<file path="src/rtl/counter_sequencer_pkg.sv">
// counter_seq_pkg: state encoding shared by the counter sequencer files.
package counter_seq_pkg;

   localparam logic [1:0] ST_IDLE  = 2'd0;
   localparam logic [1:0] ST_RUN   = 2'd1;
   localparam logic [1:0] ST_PAUSE = 2'd2;
   localparam logic [1:0] ST_DONE  = 2'd3;

   typedef enum logic [1:0] {
      IDLE  = ST_IDLE,
      RUN   = ST_RUN,
      PAUSE = ST_PAUSE,
      DONE  = ST_DONE
   } state_t;

endpackage

</file>
<file path="src/rtl/counter_sequencer_prescale_tick.sv">
// prescale_tick: programmable divider. tick is high while the counter sits at
// period, so the owner sees the step request in the same cycle it is taken.
module prescale_tick #(
   parameter int W = 16
) (
   input  logic         clk,
   input  logic         rst,
   input  logic         clear,
   input  logic         hold,
   input  logic [W-1:0] period,
   output logic         tick
);

   logic [W-1:0] cnt;

   assign tick = (cnt == period);

   // clear wins over hold; otherwise count up and wrap to 0 on expiry
   always_ff @(posedge clk or posedge rst) begin
      if (rst)
         cnt <= '0;
      else if (clear)
         cnt <= '0;
      else if (!hold) begin
         if (tick)
            cnt <= '0;
         else
            cnt <= cnt + 1'b1;
      end
   end

endmodule

</file>
<file path="src/rtl/counter_sequencer.sv">
// counter_sequencer: FSM + count register stepping from load_val to target_val.
// Optional auto-reload build: define COUNTER_SEQUENCER_AUTORELOAD_EN to add the
// `reload` input; on reaching target the count is reloaded the following cycle
// and the sequence keeps running.
module counter_sequencer
   import counter_seq_pkg::*;
#(
   parameter int WIDTH      = 8,
   parameter int PRESCALE_W = 16
) (
   input  logic                  clk,
   input  logic                  rst,
   input  logic                  start,
   input  logic                  dir_down,
   input  logic [WIDTH-1:0]      load_val,
   input  logic [WIDTH-1:0]      target_val,
   input  logic [PRESCALE_W-1:0] prescale,
   input  logic                  pause,
   input  logic                  abort,
`ifdef COUNTER_SEQUENCER_AUTORELOAD_EN
   input  logic                  reload,
`endif
   output logic                  en,
   output logic [WIDTH-1:0]      count,
   output logic                  busy,
   output logic                  done,
   output logic [1:0]            state
);

   state_t                  st;
   logic                    dir_l;
   logic [WIDTH-1:0]        target_l;
   logic [PRESCALE_W-1:0]   prescale_l;
   logic                    tick;
   logic                    start_ok;
   logic                    reload_now;
   logic [WIDTH-1:0]        nxt;

   assign state    = st;
   assign busy     = (st == RUN) || (st == PAUSE);
   assign start_ok = start && ((st == IDLE) || (st == DONE));
   assign nxt      = dir_l ? count - 1'b1 : count + 1'b1;

`ifdef COUNTER_SEQUENCER_AUTORELOAD_EN
   logic             reload_l;
   logic [WIDTH-1:0] load_l;
   // reload happens in the cycle the done pulse is visible, still in RUN
   assign reload_now = (st == RUN) && done && reload_l;
`else
   assign reload_now = 1'b0;
`endif

   // prescaler only advances in RUN without pause; restarts on start/abort/reload
   prescale_tick #(.W(PRESCALE_W)) u_tick (
      .clk    (clk),
      .rst    (rst),
      .clear  (abort || start_ok || reload_now),
      .hold   ((st != RUN) || pause),
      .period (prescale_l),
      .tick   (tick)
   );

   // sequencing FSM; en/done are single-cycle registered pulses
   always_ff @(posedge clk or posedge rst) begin
      if (rst) begin
         st         <= IDLE;
         count      <= '0;
         en         <= 1'b0;
         done       <= 1'b0;
         dir_l      <= 1'b0;
         target_l   <= '0;
         prescale_l <= '0;
`ifdef COUNTER_SEQUENCER_AUTORELOAD_EN
         reload_l   <= 1'b0;
         load_l     <= '0;
`endif
      end else begin
         en   <= 1'b0;
         done <= 1'b0;
         if (abort)
            st <= IDLE;
         else begin
            case (st)
               IDLE, DONE: begin
                  if (start) begin
                     count      <= load_val;
                     dir_l      <= dir_down;
                     target_l   <= target_val;
                     prescale_l <= prescale;
`ifdef COUNTER_SEQUENCER_AUTORELOAD_EN
                     reload_l   <= reload;
                     load_l     <= load_val;
`endif
                     if (load_val == target_val) begin
                        st   <= DONE;
                        done <= 1'b1;
                     end else
                        st <= RUN;
                  end
               end
               RUN: begin
`ifdef COUNTER_SEQUENCER_AUTORELOAD_EN
                  if (reload_now)
                     count <= load_l;
                  else
`endif
                  if (pause)
                     st <= PAUSE;
                  else if (tick) begin
                     en    <= 1'b1;
                     count <= nxt;
                     if (nxt == target_l) begin
                        done <= 1'b1;
`ifdef COUNTER_SEQUENCER_AUTORELOAD_EN
                        if (!reload_l)
                           st <= DONE;
`else
                        st <= DONE;
`endif
                     end
                  end
               end
               PAUSE: begin
                  if (!pause)
                     st <= RUN;
               end
               default: st <= IDLE;
            endcase
         end
      end
   end

endmodule

</file>
<file path="config.mk">
export PLATFORM = sky130hd
export DESIGN_NAME = counter_sequencer
export DESIGN_NICKNAME = d
export VERILOG_FILES = /design/src/rtl/counter_sequencer_pkg.sv /design/src/rtl/counter_sequencer_prescale_tick.sv /design/src/rtl/counter_sequencer.sv
export SDC_FILE = /design/constraint.sdc
export NUM_CORES = 1
export LEC_CHECK = 0
export CAP_MARGIN = 20
export CORE_UTILIZATION = 40
export DETAILED_ROUTE_END_ITERATION = 12
export GPL_ROUTABILITY_DRIVEN = 0
export PLACE_DENSITY_LB_ADDON = 0.25
export REMOVE_ABC_BUFFERS = 1
export SLEW_MARGIN = 0
export SYNTH_ARGS = -nofsm -noshare
export SYNTH_HDL_FRONTEND = slang
export SYNTH_SLANG_ARGS = --single-unit
</file>
<file path="constraint.sdc">
create_clock -name clk -period 7.3 [get_ports clk]
set_clock_uncertainty 0.1 [all_clocks]
set_input_delay 0.73 -clock clk [delete_from_list [all_inputs] [get_ports clk]]
set_output_delay 0.73 -clock clk [all_outputs]
set_load 0.05 [all_outputs]
</file>
======== After elaboration in Yosys (flattened, before gate mapping) ========
Index checks and enable logic that the tools add are counted.
Widths: inputs -> output; s select.
storage, ports and cells
  flip-flop bits (word level) ............. 53
  bits in latches ......................... 0
  memory bits (writable) .................. 0
  bits in read-only memories .............. 0
  bits of input ports ..................... 38
  memories kept ........................... 0
operators by class
  add/subtract/negate cells ............... 3
  $mul .................................... 0
  divide/modulo/power cells ............... 0
  order comparisons ....................... 0
  eq/ne operators ......................... 15
  shifts and indexed selects .............. 0
  mux-type cells .......................... 27
  bitwise logic cells ..................... 1
  reductions and logical operators ........ 11
operator list
  cell                   number
  $mux 16                3
  $mux 8                 4
  $add 16x1->16 const B  1
  $eq 16x16->1           1
  $eq 8x8->1             2
  $pmux 8 s2             1
  $mux 2                 7
  $mux 1                 10
  $add 8x1->8 const B    1
  $sub 8x1->8 const B    1
  $ne 2x2->1 const B     3
  $ne 3x3->1 const B     2
  $pmux 2 s3             1
  $reduce_and 5->1       1
  $eq 2x2->1 const B     2
  $logic_or 1x1->1       4
  $ne 2x1->1 const B     2
  $ne 4x3->1 const B     1
  $ne 4x4->1 const B     1
  $reduce_and 4->1       1
  $reduce_and 3->1       1
  $eq 2x1->1 const B     1
  $logic_not 2->1        1
  $pmux 1 s2             1
  other kinds (4)        4

======== Longest topological paths before layout ========
Gate-level depths: netlist (run 1).
  word-level depth ........................ 8
  depth in mapped cells ................... 9
  gate-level depth less buffers ........... 8

======== By module ========
Synthesis (run 1) repeated with hierarchy kept, for this count alone.
unflattened totals
  cells, all modules ...................... 316
  area, all modules ....................... 3223.1 µm²
modules (own cells, without submodules)
  module             times used  cells each  area each (µm²)  sequential area each (µm²)
  counter_sequencer  1           202         2188.3           925.9
  prescale_tick      1           114         1034.7           400.4

======== Least setup slack after synthesis (run 1) ========
Ideal clock, no wire load.
  path type ............................... flip-flop to flip-flop
  start point ............................. register count[0]
  end point ............................... register st[1] (netlist: state[1])
  library setup time ...................... 125 ps
  data arrival time ....................... 2628 ps
  required time ........................... 7075 ps
  path slack .............................. 4447 ps
  stages on the path, launching flop included .. 9
  path buffers ............................ 0
  clock period less this slack ............ 2853 ps
  path through ............................ dfrtp_1 > fa_1 > a21o_1 > a32o_1 > or4b_1 > o31ai_1 > o211a_1 > o21ai_1 > mux2_4
between the ends
  word-level cells in the longest chain between the ends .. 5
RTL lines
  what                                               line                      source
  start: declaration                                 counter_sequencer.sv:24   output logic [WIDTH-1:0] count,
  start signal: assignment                           counter_sequencer.sv:86   count <= load_val;
  start signal: assignment                           counter_sequencer.sv:111  count <= nxt;
  $add 8x1->8 / $sub 8x1->8 (equally long branches)  counter_sequencer.sv:42   assign nxt = dir_l ? count - 1'b1 : count + 1'b1;
  $mux 8 (*)                                         counter_sequencer.sv:42
  $eq 8x8->1 (*)                                     counter_sequencer.sv:112  if (nxt == target_l) begin
  $ne 4x3->1 (no source line) (*)                    n/a
  $reduce_and 4->1 (no source line) (*)              n/a
  end signal: assignment                             counter_sequencer.sv:108  st <= PAUSE;
  end signal: assignment                             counter_sequencer.sv:118  st <= DONE;
  end signal: assignment                             counter_sequencer.sv:125  st <= RUN;
  end: declaration                                   counter_sequencer.sv:30   state_t st;
Every way passes the cells marked *; elsewhere a longest branch is shown, timed or not.
A chain may end at the register's enable or synchronous reset.

======== Worst setup path in the final report (run 1) ========
  start point ............................. register st[0] (netlist: state[0])
  end point ............................... output busy
between the ends
  word-level cells in the longest chain between the ends .. 2
RTL lines
  what                                             line                     source
  start signal: assignment                         counter_sequencer.sv:66  st <= IDLE;
  start signal: assignment                         counter_sequencer.sv:81  st <= IDLE;
  start signal: assignment                         counter_sequencer.sv:95  st <= DONE;
  $eq 2x1->1 / $eq 2x2->1 (equally long branches)  counter_sequencer.sv:40  assign busy = (st == RUN) || (st == PAUSE);
  $logic_or 1x1->1 (*)                             counter_sequencer.sv:40
  end: declaration                                 counter_sequencer.sv:25  output logic busy,
Marked as above.

==> results.sh, run 1 <==
export IMPL_status="completed"
export IMPL_maxSlewHeadroom=0.529
export IMPL_portBuffers=50
export IMPL_synth_cell_types=43
export IMPL_worstHoldStart="count[2]"
export IMPL_coreArea_um2=7370
export IMPL_ant_nets=0
export IMPL_remaining_drc_errors=0
export IMPL_placed_cells=441
export IMPL_yosysWarnings=0
export IMPL_numCtsBuffers=5
export IMPL_synth_area_per_cell_um2=10.3
export IMPL_initial_utilization=0.420
export IMPL_grt_pass1_wl_mm=11.3
export IMPL_rr_worst_depth=8
export IMPL_layout_cells_non_filler=450
export IMPL_drive_above_1_share=0.108
export IMPL_place_hpwl_mm=4.78
export IMPL_rows=31
export IMPL_die_area_um2=8080
export IMPL_worst_r2r_setup_slack_ns=4.38
export IMPL_required_ns=6.47
export IMPL_root_buffer="clkbuf_8"
export IMPL_worst_path_largest_cell_delay_ns=0.82
export IMPL_peakVddDrop_v=0.000184
export IMPL_start_kind="flip-flop"
export IMPL_drtIter0Drc=109
export IMPL_rsz0062_at_grt="no"
export IMPL_timing_rr_end="state[1]"
export IMPL_drv_cap=0
export IMPL_syn_to_final_growth_pct=22.9
export IMPL_nets=398
export IMPL_place_area_um2=3670
export IMPL_grt_max_degree=54
export IMPL_synth_most_common_cell="dfrtp_1"
export IMPL_p_leak_uw=0.00160
export IMPL_clk_path_buf_depth=2
export IMPL_path_max_fanout=6
export IMPL_seq_area_um2=1330
export IMPL_rr_startpoint="dir_l"
export IMPL_die_height_um=89.9
export IMPL_dieWidth_um=89.9
export IMPL_fillerInstances=676
export IMPL_hold_path_class="flip-flop to flip-flop"
export IMPL_power_density_nw_per_um2=412
export IMPL_cts_clk_slew_worst_paths_ns=0.09
export IMPL_cp_top_family="buffers and inverters"
export IMPL_synth_cells=301
export IMPL_finalCritPeriodShare=0.400
export IMPL_max_freq_ghz=0.343
export IMPL_vias=2345
export IMPL_holdWs_ns=0.429
export IMPL_insertion_delay_ns=0.31
export IMPL_postLayoutCoreUtil=0.516
export IMPL_worst_ep_arrival_time_ns=2.09
export IMPL_wl_per_cell_um=14.6
export IMPL_path_buf_inv=3
export IMPL_setup_violations_final=0
export IMPL_grt_overflow_total=0
export IMPL_cts_setup_buffers=0
export IMPL_drtPass1Iterations=4
export IMPL_synthTopCellsByArea="dfrtp_1 43%, mux2_2 9.1%, xor2_1 7.6%, xnor2_1 7.1%, ha_1 3.6%"
export IMPL_hold_violations=0
export IMPL_critical_path_cell_count=4
export IMPL_ctsHoldBuffers=0
export IMPL_endpoint_kind="output pin"
export IMPL_ys_seq_area_frac=0.429
export IMPL_syn_area_um2=3090
export IMPL_clkSinkCount=53
export IMPL_cpMostUsedCell="inv_1"
export IMPL_synth_top_cell_by_area="dfrtp_1"
export IMPL_slew_violations=0
export IMPL_postLayoutCellArea_um2=3800
export IMPL_multiInputGateArea_um2=1680
export IMPL_tns_ns=0
export IMPL_vias_per_cell=5.21
export IMPL_htree_levels=2
export IMPL_async_flop_share=1.00
export IMPL_cp_cell_sequence="inv_1 > ha_1 > inv_1 > clkdlybuf4s50_1"
export IMPL_ys_ff_latch=53
export IMPL_grt_pass1_vias=2233
export IMPL_wirelength_mm=6.59
export IMPL_tritoncts="done"
export IMPL_synth_main_ff_cell="dfrtp_1"
export IMPL_cpMaxStageDelayCell="clkdlybuf4s50_1"
export IMPL_synthTopCellsByCount="53 x dfrtp_1, 27 x xor2_1, 25 x mux2_2, 25 x xnor2_1, 24 x nand2_1"
export IMPL_grt_total_usage=0.174
export IMPL_ios=51
export IMPL_holdPathStages=2
export IMPL_synth_top_cell_area_share=0.429
export IMPL_ctsResizeCount=0
export IMPL_tightest_slew_ns=0.706
export IMPL_antenna_found_initial=0
export IMPL_crit_type="flip-flop to output pin"
export IMPL_synth_edf_count=0
export IMPL_diodes=0
export IMPL_hold_end="count[2]"
export IMPL_min_period_ns=2.92
-- metrics by stage --
step                      setup slack, ns  power (uW)
after floorplan                      4.45        1140
after global placement               4.39        1340
after detailed placement             4.31        1360
after CTS                            4.38        1570
after global routing                 4.18        1680
final                                4.38        1570
-- registers in the layout, indices dropped and copies added (netlist names) --
signal	count
count	8
prescale_l	16
en	1
done	1
state	2
dir_l	1
target_l	8
u_tick.cnt	16
-- tightest hold or removal path, cell delays in order (launching register included) --
cell and delay [ns]:
dfrtp_1 0.38, nand2_1 0.06, o21ai_0 0.06
-- how the worst max path moves through the flow --
| stage | slack [ns] | startpoint | endpoint |
|---|---|---|---|
| floorplan | 4.45 | count[0] | state[1] |
| global placement | 4.39 | abort | target_l[2] |
| detailed placement | 4.31 | abort | prescale_l[7] |
| CTS | 4.38 | state[0] | busy |
| global route | 4.18 | u_tick.cnt[4] | count[7] |
| finish | 4.38 | state[0] | busy |
-- where the power goes --
| group | internal, uW | switching, uW |
|---|---|---|
| Sequential | 390 | 92.4 |
| Clock | 103 | 98.5 |
| Combinational | 401 | 481 |
| Total | 895 | 672 |
-- kinds of logic after synthesis --
group | count (synthesis) | share of synthesized area
AO/OA/AOI/OAI | 47 | 0.0975
XOR/XNOR | 52 | 0.147
adder cells (fa/ha/maj) | 10 | 0.0429
buffers and inverters | 19 | 0.0267
flip-flops | 53 | 0.429
multiplexers | 32 | 0.115
AND/OR/NAND/NOR | 88 | 0.141
-- cell type report --
cell class	count	area share
well taps	99	0.0326
inverters	9	0.00889
clock inverters	2	0.0102
repair buffers	52	0.138
clock buffers	6	0.0191
multi-input cells	229	0.443
flip-flops and latches	53	0.349
-- cells in the final DEF (no fill, tap or decap), types with 6 or more instances in the layout --
master           Yosys  routed
nor3_1               9       9
xnor2_1             25      25
nor2b_1              6       6
nor2_1              20      20
nor4_1               6       6
nand2_1             24      24
mux2_2              25      25
inv_1                9       8
clkdlybuf4s50_1      0      50
nand4_1              7       7
dfrtp_1             53      53
a21oi_1              6       6
ha_1                 9       9
mux2i_1              6       6
xor2_1              27      27
o21ai_0             20      20
-- layer usage --
layer | GRT usage | routed length [um]
met5 | 0 | 0
met4 | 0.0551 | 102
met2 | 0.253 | 2770
met3 | 0.0321 | 290
met1 | 0.262 | 3420
Power figures use the tool's default switching activity.
==> inputs of run 2 (changes only) <==
==> constraint.sdc (replaced) <==
create_clock -name clk -period 2.5 [get_ports clk]
set_clock_uncertainty 0.1 [all_clocks]
set_input_delay 0.25 -clock clk [delete_from_list [all_inputs] [get_ports clk]]
set_output_delay 0.25 -clock clk [all_outputs]
set_load 0.05 [all_outputs]
==> run 2 against run 1 <==
Compared with the run above: the flow now finishes with violations (negative setup slack); clock power grew 150%; critical endpoint is now state[1]; largest power group unchanged; sequential share of layout area fell by 2.4 points; via count rose by 5.8%; global-route usage is 0.43 points higher; worst setup slack got worse by 4.5 ns; final cell count rose by 7.1%.
==> results.sh, run 2 (synthesized netlist as in run 1, its figures left out) <==
export IMPL_status="finished, violations left"
export IMPL_violations="negative setup slack"
export IMPL_critical_path_cell_count=8
export IMPL_ant_nets=0
export IMPL_cpMaxStageDelayCell="dfrtp_2"
export IMPL_finalPower_uw=5190
export IMPL_ctsHoldBuffers=0
export IMPL_grt_pass1_wl_mm=11.7
export IMPL_cts_clk_slew_worst_paths_ns=0.10
export IMPL_rsz0062_at_grt="yes"
export IMPL_endpoint_kind="flip-flop"
export IMPL_setup_ws_ns=-0.167
export IMPL_path_buf_inv=0
export IMPL_drv_cap=0
export IMPL_numCtsBuffers=5
export IMPL_max_freq_ghz=0.375
export IMPL_vias=2481
export IMPL_ios=51
export IMPL_portBuffers=50
export IMPL_dieWidth_um=89.9
export IMPL_vias_per_cell=5.15
export IMPL_clkSinkCount=53
export IMPL_start_kind="flip-flop"
export IMPL_grt_pass1_vias=2409
export IMPL_hold_violations=0
export IMPL_place_area_um2=3910
export IMPL_root_buffer="clkbuf_8"
export IMPL_peakVddDrop_v=0.000700
export IMPL_wirelength_mm=7.06
export IMPL_layout_cells_non_filler=482
export IMPL_syn_to_final_growth_pct=32.1
export IMPL_grt_total_usage=0.178
export IMPL_drtIter0Drc=112
export IMPL_crit_type="flip-flop to flip-flop"
export IMPL_die_height_um=89.9
export IMPL_drive_above_1_share=0.217
export IMPL_setup_violations_final=3
export IMPL_p_leak_uw=0.00178
export IMPL_worst_path_largest_cell_delay_ns=0.49
export IMPL_coreArea_um2=7370
export IMPL_path_max_fanout=7
export IMPL_min_period_ns=2.67
export IMPL_power_density_nw_per_um2=1270
export IMPL_slew_violations=0
export IMPL_place_hpwl_mm=5.27
export IMPL_nets=430
export IMPL_final_cell_mix="52 x dfrtp_1, 49 x clkdlybuf4s50_1, 34 x buf_4, 27 x xor2_1, 25 x mux2_2"
export IMPL_finalCritPeriodShare=1.07
export IMPL_required_ns=2.60
export IMPL_cp_cell_sequence="fa_2 > a21o_1 > a32o_1 > or4b_4 > o31ai_2 > o211a_1 > o21ai_2 > mux2_4"
export IMPL_tightest_slew_ns=0.523
export IMPL_die_area_um2=8080
export IMPL_grt_overflow_total=0
export IMPL_cp_top_family="compound AO/OA/AOI/OAI gates"
export IMPL_initial_utilization=0.420
export IMPL_final_common_cell="dfrtp_1"
export IMPL_postLayoutCellArea_um2=4090
export IMPL_reg_largest_list="prescale_l (16), u_tick.cnt (16)"
export IMPL_worst_ep_arrival_time_ns=2.77
export IMPL_wl_per_cell_um=14.6
export IMPL_maxSlewHeadroom=0.649
export IMPL_hold_path_class="input pin to async pin"
export IMPL_placed_cells=472
export IMPL_place_ws_ns=-0.233
export IMPL_antenna_found_initial=0
export IMPL_rr_worst_depth=8
export IMPL_grt_max_degree=26
export IMPL_rows=31
export IMPL_insertion_delay_ns=0.31
export IMPL_drtPass1Iterations=4
export IMPL_remaining_drc_errors=0
export IMPL_htree_levels=2
export IMPL_tritoncts="done"
export IMPL_diodes=0
export IMPL_clk_path_buf_depth=2
## run 2: worst paths after layout
kind | start | end | slack, ns
max in group asynchronous | rst | state[1] | 1.56
min | rst | prescale_l[0] | 0.15
max | dir_l | state[1] | -0.17
min in group clk | count[4] | count[4] | 0.43
min reg2reg | count[4] | count[4] | 0.43
max reg2reg | dir_l | state[1] | -0.17
## run 2: area by class of cell
type | count | area, um2
Inverter | 9 | 33.8
Tap cell | 99 | 124
Clock inverter | 3 | 22.5
Multi-Input combinational cell | 229 | 1750
Sequential cell | 53 | 1330
Timing Repair Buffer | 84 | 758
Fill cell | 656 | 3280
Clock buffer | 5 | 68.8
## run 2: through the flow
stage | hold WS (ns) | utilization | setup TNS (ns)
6_report | 0.154 | 0.554 | -0.335
5_1_grt | 0.213 | 0.554 | -0.543
4_1_cts | 0.168 | 0.547 | -0.256
3_5_place_dp | 0.419 | 0.530 | -0.453
3_3_place_gp | 0.409 | 0.530 | -0.317
2_1_floorplan | 0.217 | - | -7.94
## run 2: timing repair
action | CTS | global route
resized for setup | 6 | 11
endpoints found under the setup margin | 3 | 13
buffers inserted | 1 | 1
pin swaps | 2 | 5
## run 2: where the power goes
part	internal, uW	total [uW]	leakage (uW)	switching, uW
combinational	1670	3310	0.00106	1640
sequential	1140	1390	0.000667	247
clock	200	502	0.0000481	302
## run 2: per-layer routing
layer | GRT usage | vias up | routed length (um)
met5 | 0 | - | 0
met4 | 0.0551 | 0 | 68
met3 | 0.0338 | 6 | 389
met2 | 0.267 | 74 | 3180
met1 | 0.261 | 1181 | 3420
li1 | - | 1220 | -
